==> config.mk <==
export PLATFORM = sky130hd
export DESIGN_NAME = event_stream_mux_flat
export DESIGN_NICKNAME = d
export VERILOG_FILES = /design/src/rtl/event_stream_mux_if.sv /design/src/rtl/event_stream_mux.sv /design/src/flat_wrapper.sv
export SDC_FILE = /design/constraint.sdc
export NUM_CORES = 1
export LEC_CHECK = 0
export CAP_MARGIN = 20
export CORE_AREA = 2 2 313 315
export DETAILED_ROUTE_END_ITERATION = 7
export DIE_AREA = 0 0 315 317
export DONT_BUFFER_PORTS = 1
export PLACE_DENSITY = 0.31
export SYNTH_ARGS = -nofsm -noshare
export SYNTH_HDL_FRONTEND = slang
export SYNTH_SLANG_ARGS = --single-unit
==> constraint.sdc <==
create_clock -name clk -period 4.9 [get_ports clk]
set_input_delay 0.49 -clock clk [delete_from_list [all_inputs] [get_ports clk]]
set_output_delay 0.49 -clock clk [all_outputs]
set_load 0.005 [all_outputs]
==> src/rtl/event_stream_mux_if.sv <==
// rtl/event_stream_mux_if.sv - AXI-Stream bundle for the data/event/output links of event_stream_mux
// Ports (signals):
//   AXIS_DATA_*  bulk data stream (TDATA 256, TVALID, TLAST, TREADY)
//   AXIS_EVT_*   single-beat event stream (TDATA 256, TVALID, TREADY)
//   AXIS_OUT_*   merged output stream (TDATA 256, TVALID, TLAST, TREADY)
// Modports: slave = mux side, master = environment side.
interface event_stream_mux_if;
    logic [255:0] AXIS_DATA_TDATA;
    logic         AXIS_DATA_TVALID;
    logic         AXIS_DATA_TLAST;
    logic         AXIS_DATA_TREADY;
    logic [255:0] AXIS_EVT_TDATA;
    logic         AXIS_EVT_TVALID;
    logic         AXIS_EVT_TREADY;
    logic [255:0] AXIS_OUT_TDATA;
    logic         AXIS_OUT_TVALID;
    logic         AXIS_OUT_TLAST;
    logic         AXIS_OUT_TREADY;

    modport slave (
        input  AXIS_DATA_TDATA, AXIS_DATA_TVALID, AXIS_DATA_TLAST,
        output AXIS_DATA_TREADY,
        input  AXIS_EVT_TDATA, AXIS_EVT_TVALID,
        output AXIS_EVT_TREADY,
        output AXIS_OUT_TDATA, AXIS_OUT_TVALID, AXIS_OUT_TLAST,
        input  AXIS_OUT_TREADY
    );

    modport master (
        output AXIS_DATA_TDATA, AXIS_DATA_TVALID, AXIS_DATA_TLAST,
        input  AXIS_DATA_TREADY,
        output AXIS_EVT_TDATA, AXIS_EVT_TVALID,
        input  AXIS_EVT_TREADY,
        input  AXIS_OUT_TDATA, AXIS_OUT_TVALID, AXIS_OUT_TLAST,
        output AXIS_OUT_TREADY
    );
endinterface

==> src/rtl/event_stream_mux.sv <==
// rtl/event_stream_mux.sv - merges a data stream and an event stream onto one registered AXI-Stream link
// Parameters:
//   MAX_EVT_BURST  consecutive event beats allowed while data is pending (1..15)
// Ports:
//   clk            clock, rising edge
//   resetn         synchronous active-low reset
//   axis           event_stream_mux_if.slave: data in, event in, merged out
//   evt_forwarded  32-bit wrapping count of accepted event beats
module event_stream_mux #(
    parameter int MAX_EVT_BURST = 4
) (
    input  logic                      clk,
    input  logic                      resetn,
    event_stream_mux_if.slave         axis,
    output logic [31:0]               evt_forwarded
);

    localparam logic [3:0] MAX_RUN = 4'(MAX_EVT_BURST);

    logic [255:0] out_tdata_q, out_tdata_d;
    logic         out_tvalid_q, out_tvalid_d;
    logic         out_tlast_q, out_tlast_d;
    logic         lock_q, lock_d;
    logic [3:0]   evt_run_q, evt_run_d;
    logic [31:0]  evt_forwarded_q, evt_forwarded_d;

    logic load;
    logic sel_evt;
    logic sel_data;
    logic evt_tready;
    logic data_tready;
    logic evt_xfer;
    logic data_xfer;

    always_comb begin
        load     = ~out_tvalid_q | axis.AXIS_OUT_TREADY;
        sel_evt  = 1'b0;
        sel_data = 1'b0;

        // Inside a data packet only data may proceed; otherwise events win
        // unless they have used up their burst allowance while data waits.
        if (lock_q) begin
            sel_data = axis.AXIS_DATA_TVALID;
        end else if (axis.AXIS_EVT_TVALID &&
                     ((evt_run_q < MAX_RUN) || !axis.AXIS_DATA_TVALID)) begin
            sel_evt = 1'b1;
        end else if (axis.AXIS_DATA_TVALID) begin
            sel_data = 1'b1;
        end

        evt_tready  = resetn & load & sel_evt;
        data_tready = resetn & load & sel_data;
        evt_xfer    = axis.AXIS_EVT_TVALID & evt_tready;
        data_xfer   = axis.AXIS_DATA_TVALID & data_tready;

        out_tdata_d     = out_tdata_q;
        out_tvalid_d    = out_tvalid_q;
        out_tlast_d     = out_tlast_q;
        lock_d          = lock_q;
        evt_run_d       = evt_run_q;
        evt_forwarded_d = evt_forwarded_q;

        if (load) begin
            if (evt_xfer) begin
                out_tdata_d  = axis.AXIS_EVT_TDATA;
                out_tlast_d  = 1'b1;
                out_tvalid_d = 1'b1;
            end else if (data_xfer) begin
                out_tdata_d  = axis.AXIS_DATA_TDATA;
                out_tlast_d  = axis.AXIS_DATA_TLAST;
                out_tvalid_d = 1'b1;
            end else begin
                out_tvalid_d = 1'b0;
            end
        end

        if (data_xfer) begin
            lock_d = ~axis.AXIS_DATA_TLAST;
            // First beat of a packet restores the event burst allowance.
            if (!lock_q) begin
                evt_run_d = 4'd0;
            end
        end

        if (evt_xfer) begin
            evt_forwarded_d = evt_forwarded_q + 32'd1;
            if (evt_run_q < MAX_RUN) begin
                evt_run_d = evt_run_q + 4'd1;
            end
        end
    end

    always_ff @(posedge clk) begin
        if (!resetn) begin
            out_tdata_q     <= '0;
            out_tvalid_q    <= 1'b0;
            out_tlast_q     <= 1'b0;
            lock_q          <= 1'b0;
            evt_run_q       <= 4'd0;
            evt_forwarded_q <= 32'd0;
        end else begin
            out_tdata_q     <= out_tdata_d;
            out_tvalid_q    <= out_tvalid_d;
            out_tlast_q     <= out_tlast_d;
            lock_q          <= lock_d;
            evt_run_q       <= evt_run_d;
            evt_forwarded_q <= evt_forwarded_d;
        end
    end

    assign axis.AXIS_EVT_TREADY  = evt_tready;
    assign axis.AXIS_DATA_TREADY = data_tready;
    assign axis.AXIS_OUT_TDATA   = out_tdata_q;
    assign axis.AXIS_OUT_TVALID  = out_tvalid_q;
    assign axis.AXIS_OUT_TLAST   = out_tlast_q;
    assign evt_forwarded         = evt_forwarded_q;

endmodule

==> src/flat_wrapper.sv <==
// flat-port wrapper written by rule: the top's interface ports become plain ports
module event_stream_mux_flat 
#(
    parameter int MAX_EVT_BURST = 4
)
  (clk, resetn, evt_forwarded, axis_AXIS_DATA_TDATA, axis_AXIS_DATA_TVALID, axis_AXIS_DATA_TLAST, axis_AXIS_DATA_TREADY, axis_AXIS_EVT_TDATA, axis_AXIS_EVT_TVALID, axis_AXIS_EVT_TREADY, axis_AXIS_OUT_TDATA, axis_AXIS_OUT_TVALID, axis_AXIS_OUT_TLAST, axis_AXIS_OUT_TREADY);
  event_stream_mux_if axis_i ();
  input  logic clk;
  input  logic resetn;
  output logic [31:0] evt_forwarded;
  input wire logic [$bits(axis_i.AXIS_DATA_TDATA)-1:0] axis_AXIS_DATA_TDATA;
  input wire logic [$bits(axis_i.AXIS_DATA_TVALID)-1:0] axis_AXIS_DATA_TVALID;
  input wire logic [$bits(axis_i.AXIS_DATA_TLAST)-1:0] axis_AXIS_DATA_TLAST;
  output wire logic [$bits(axis_i.AXIS_DATA_TREADY)-1:0] axis_AXIS_DATA_TREADY;
  input wire logic [$bits(axis_i.AXIS_EVT_TDATA)-1:0] axis_AXIS_EVT_TDATA;
  input wire logic [$bits(axis_i.AXIS_EVT_TVALID)-1:0] axis_AXIS_EVT_TVALID;
  output wire logic [$bits(axis_i.AXIS_EVT_TREADY)-1:0] axis_AXIS_EVT_TREADY;
  output wire logic [$bits(axis_i.AXIS_OUT_TDATA)-1:0] axis_AXIS_OUT_TDATA;
  output wire logic [$bits(axis_i.AXIS_OUT_TVALID)-1:0] axis_AXIS_OUT_TVALID;
  output wire logic [$bits(axis_i.AXIS_OUT_TLAST)-1:0] axis_AXIS_OUT_TLAST;
  input wire logic [$bits(axis_i.AXIS_OUT_TREADY)-1:0] axis_AXIS_OUT_TREADY;
  assign axis_i.AXIS_DATA_TDATA = axis_AXIS_DATA_TDATA;
  assign axis_i.AXIS_DATA_TVALID = axis_AXIS_DATA_TVALID;
  assign axis_i.AXIS_DATA_TLAST = axis_AXIS_DATA_TLAST;
  assign axis_AXIS_DATA_TREADY = axis_i.AXIS_DATA_TREADY;
  assign axis_i.AXIS_EVT_TDATA = axis_AXIS_EVT_TDATA;
  assign axis_i.AXIS_EVT_TVALID = axis_AXIS_EVT_TVALID;
  assign axis_AXIS_EVT_TREADY = axis_i.AXIS_EVT_TREADY;
  assign axis_AXIS_OUT_TDATA = axis_i.AXIS_OUT_TDATA;
  assign axis_AXIS_OUT_TVALID = axis_i.AXIS_OUT_TVALID;
  assign axis_AXIS_OUT_TLAST = axis_i.AXIS_OUT_TLAST;
  assign axis_i.AXIS_OUT_TREADY = axis_AXIS_OUT_TREADY;
  event_stream_mux #(.MAX_EVT_BURST(MAX_EVT_BURST)) u_core (.clk(clk), .resetn(resetn), .axis(axis_i), .evt_forwarded(evt_forwarded));
endmodule
==> impl_metrics.json <==
{
  "gp_congestion": 0.834,
  "clockBufferDepth": 3,
  "reg2regPathDepth": 6,
  "r2r_start": "u_core.evt_run_q[3]$_SDFF_PN0_",
  "outcome": "complete, no violations",
  "gr-total-overflow": 0,
  "ctsRootBufferMaster": "clkbuf_16",
  "grt_pass1_wl_microns": 74400,
  "period_share_pct": 59.8,
  "clkTransAtPathRegs_ns": 0.06,
  "drive_gt1_share_pct": 5.01,
  "slew_headroom_pct": 29.3,
  "grt_usage_pct": 9.79,
  "h-tree-depth": 2,
  "synth_mux_area_share_pct": 1.06,
  "worst_path_max_delay_cell": "nand3_1",
  "nNetsFinal": 2050,
  "placementRows": 114,
  "die_h_microns": 317,
  "synth.distinct_cells": 44,
  "finalInstanceArea_sq_um": 14900,
  "hp-class": "in -> reg",
  "yosys.area_share.adder_pct": 0.203,
  "worst_pin_slew_ns": 1.06,
  "ys_seq_elements": 295,
  "clock.fmax_ghz": 0.341,
  "tns_ns": 0,
  "max_stage_delay_ns": 0.70,
  "post-route-min-period_ns": 2.93,
  "synth_area_sq_um": 12300,
  "power_leakage_nw": 5.28,
  "portBuffers": 0,
  "required_ns": 4.41,
  "area_delta_synth_final_pct": 20.7,
  "synth_top_area_share_pct": 47.9,
  "rsz0062_at_grt": "no",
  "syn_nets": 2141,
  "ys_warn_count": 0,
  "synth_cells": 1621,
  "synth_ff_type": "dfxtp_1",
  "post_cts_buffers": 0,
  "drt_iter0_drc": 835,
  "reg2reg_to": "u_core.evt_forwarded[31]$_SDFFE_PN0P_",
  "synth_top_area_cell": "dfxtp_1",
  "yosys.area_share.xor_xnor_pct": 1.21,
  "io_pins": 810,
  "cts_num_sinks": 295,
  "crit_chain": "nand2b_1 > nand3_1 > a21oi_1",
  "drt_wl_total_microns": 53900,
  "whs_ns": 0.0734,
  "yosysSeqAreaShare_pct": 47.9,
  "final_util_pct": 15.5,
  "synth-simple-area-share_pct": 20.0,
  "fin_total_pwr_mw": 6.22,
  "grt_pass1_vias": 11400,
  "skew_ns": 0.0194,
  "chipWidth_microns": 315,
  "cts_tree": "done",
  "clkLatencyLatePin_ns": 0.57,
  "synth_top_family_by_area": "compound AO/OA/AOI/OAI gates",
  "core_area_sq_um": 96300,
  "hpwl_microns": 39100,
  "max-cap-violations": 0,
  "synthTopCellsByArea": "dfxtp_1 48%, nand2_1 15%, a31oi_1 12%",
  "drc_errors": 0,
  "grt_max_degree": 257,
  "rrSetupSlack_ns": 2.01,
  "synthArstFlopShare_pct": 0,
  "start_kind": "flip-flop",
  "critical_path.max_fanout": 14,
  "placed_cell_area_sq_um": 13600,
  "hp-start": "axis_AXIS_DATA_TDATA[232]",
  "final-setup-viol-count": 0,
  "viasPerCell": 4.13,
  "vias": 11700,
  "die-area_sq_um": 99900,
  "final-hold-violation-count": 0,
  "ant_nets": 0,
  "drv_slew": 0,
  "ir_worst_vdd_v": 0.000190,
  "cp_data_arrival_time_ns": 2.44,
  "firstDrtPassIters": 5,
  "worstHoldPathCells": 2,
  "initial_utilization_pct": 12.8,
  "synth-compound-area-share_pct": 24.8,
  "avgRoutedWirePerCell_microns": 19.0,
  "antenna_found_initial": 7,
  "p_per_area_nw_per_um2": 418,
  "avgSynthCellArea_sq_um": 7.61,
  "hold_end": "u_core.axis.AXIS_OUT_TDATA[232]$_SDFFE_PN0P_",
  "cp-end-kind": "primary output",
  "critPathKind": "reg -> out",
  "synth-edff-count": 0,
  "cts-buffers-inserted": 38,
  "cts-resized-gates": 0
}
-- kinds of logic after synthesis --
family          after synthesis
simple gates                602
compound gates              536
flops                       295
buf+inv                     156
xor+xnor                     17
mux                          13
fa+ha+maj                     2
-- state kept, by name, summed over array words and instances (netlist names) --
register and count:
u_core.axis.AXIS_OUT_TDATA 256, u_core.axis.AXIS_OUT_TLAST 1, u_core.axis.AXIS_OUT_TVALID 1, u_core.evt_forwarded 32, u_core.evt_run_q 4, u_core.lock_q 1
-- per-stage QoR --
step	setup slack (ns)	instances
2_1_floorplan	2.86	1621
4_1_cts	1.89	2834
6_report	1.97	2840
3_5_place_dp	1.80	2765
3_3_place_gp	1.86	2765
5_1_grt	1.74	2840
-- cells in the final DEF (no fill, tap or decap), drive strengths merged, types with 6 or more instances in the layout --
cell / instances
nand2: 504
dfxtp: 295
o21ai: 250
a31oi: 244
clkbuf: 60
nor2: 33
a21oi: 18
buf: 16
nand3: 14
mux2i: 13
a211oi: 12
nand4: 11
xnor2: 9
xor2: 8
inv: 7
diode: 6
or3: 6
-- worst max-delay path: cells and delay by family, from the launching register on --
kind	cells	cell delay (ns)
compound gates	1	0.66
flops	1	0.33
simple gates	2	0.88
-- power breakdown --
part	switching, mW	internal (mW)
Combinational	0.336	0.177
Sequential	0.181	2.59
Clock	1.13	1.81
-- cells in the mapped netlist, drive strengths merged, types with 9 or more instances --
| library cell | count |
|---|---|
| nand4 | 11 |
| clkbuf | 135 |
| xnor2 | 9 |
| nand2 | 504 |
| nand3 | 14 |
| dfxtp | 295 |
| a21oi | 18 |
| a211oi | 12 |
| nor2 | 33 |
| mux2i | 13 |
| a31oi | 244 |
| buf | 13 |
| o21ai | 250 |
-- what timing repair did --
action / in CTS / in global routing
endpoints found under the hold margin: 1 / 0
endpoints found under the setup margin: 0 / 0
hold buffers: 1 / 0
-- final cells by class --
type	instances	area [sq um]
repair buffers	17	205
clock buffers	60	1150
fillers	11100	81400
well taps	1276	1600
clock inverters	8	140
inverters	8	37.5
diodes	6	15.0
flip-flops and latches	295	5910
multi-input cells	1170	5840
-- routing by layer --
layer | wire length (microns) | share of wire [%] | vias up | GRT usage [%]
met5 | 0 | 0 | - | 0
met1 | 19200 | 36 | 5564 | 10.2
li1 | - | - | 5499 | -
met2 | 27600 | 51 | 587 | 17.4
met4 | 1900 | 3.5 | 0 | 4.86
met3 | 5240 | 9.7 | 77 | 3.44
-- worst max path at each step --
stage / to / depth (start not counted) / slack (ns) / from
floorplan: axis_AXIS_EVT_TREADY / 5 / 2.86 / axis_AXIS_EVT_TVALID
global placement: u_core.evt_forwarded[31]$_SDFFE_PN0P_ / 6 / 1.86 / axis_AXIS_EVT_TVALID
detailed placement: u_core.evt_forwarded[31]$_SDFFE_PN0P_ / 6 / 1.80 / axis_AXIS_EVT_TVALID
CTS: axis_AXIS_DATA_TREADY / 3 / 1.89 / u_core.axis.AXIS_OUT_TVALID$_SDFFE_PN0N_
global route: axis_AXIS_DATA_TREADY / 3 / 1.74 / u_core.axis.AXIS_OUT_TVALID$_SDFFE_PN0N_
finish: axis_AXIS_DATA_TREADY / 3 / 1.97 / u_core.axis.AXIS_OUT_TVALID$_SDFFE_PN0N_
No activity file was read; power rests on OpenSTA's default activity.
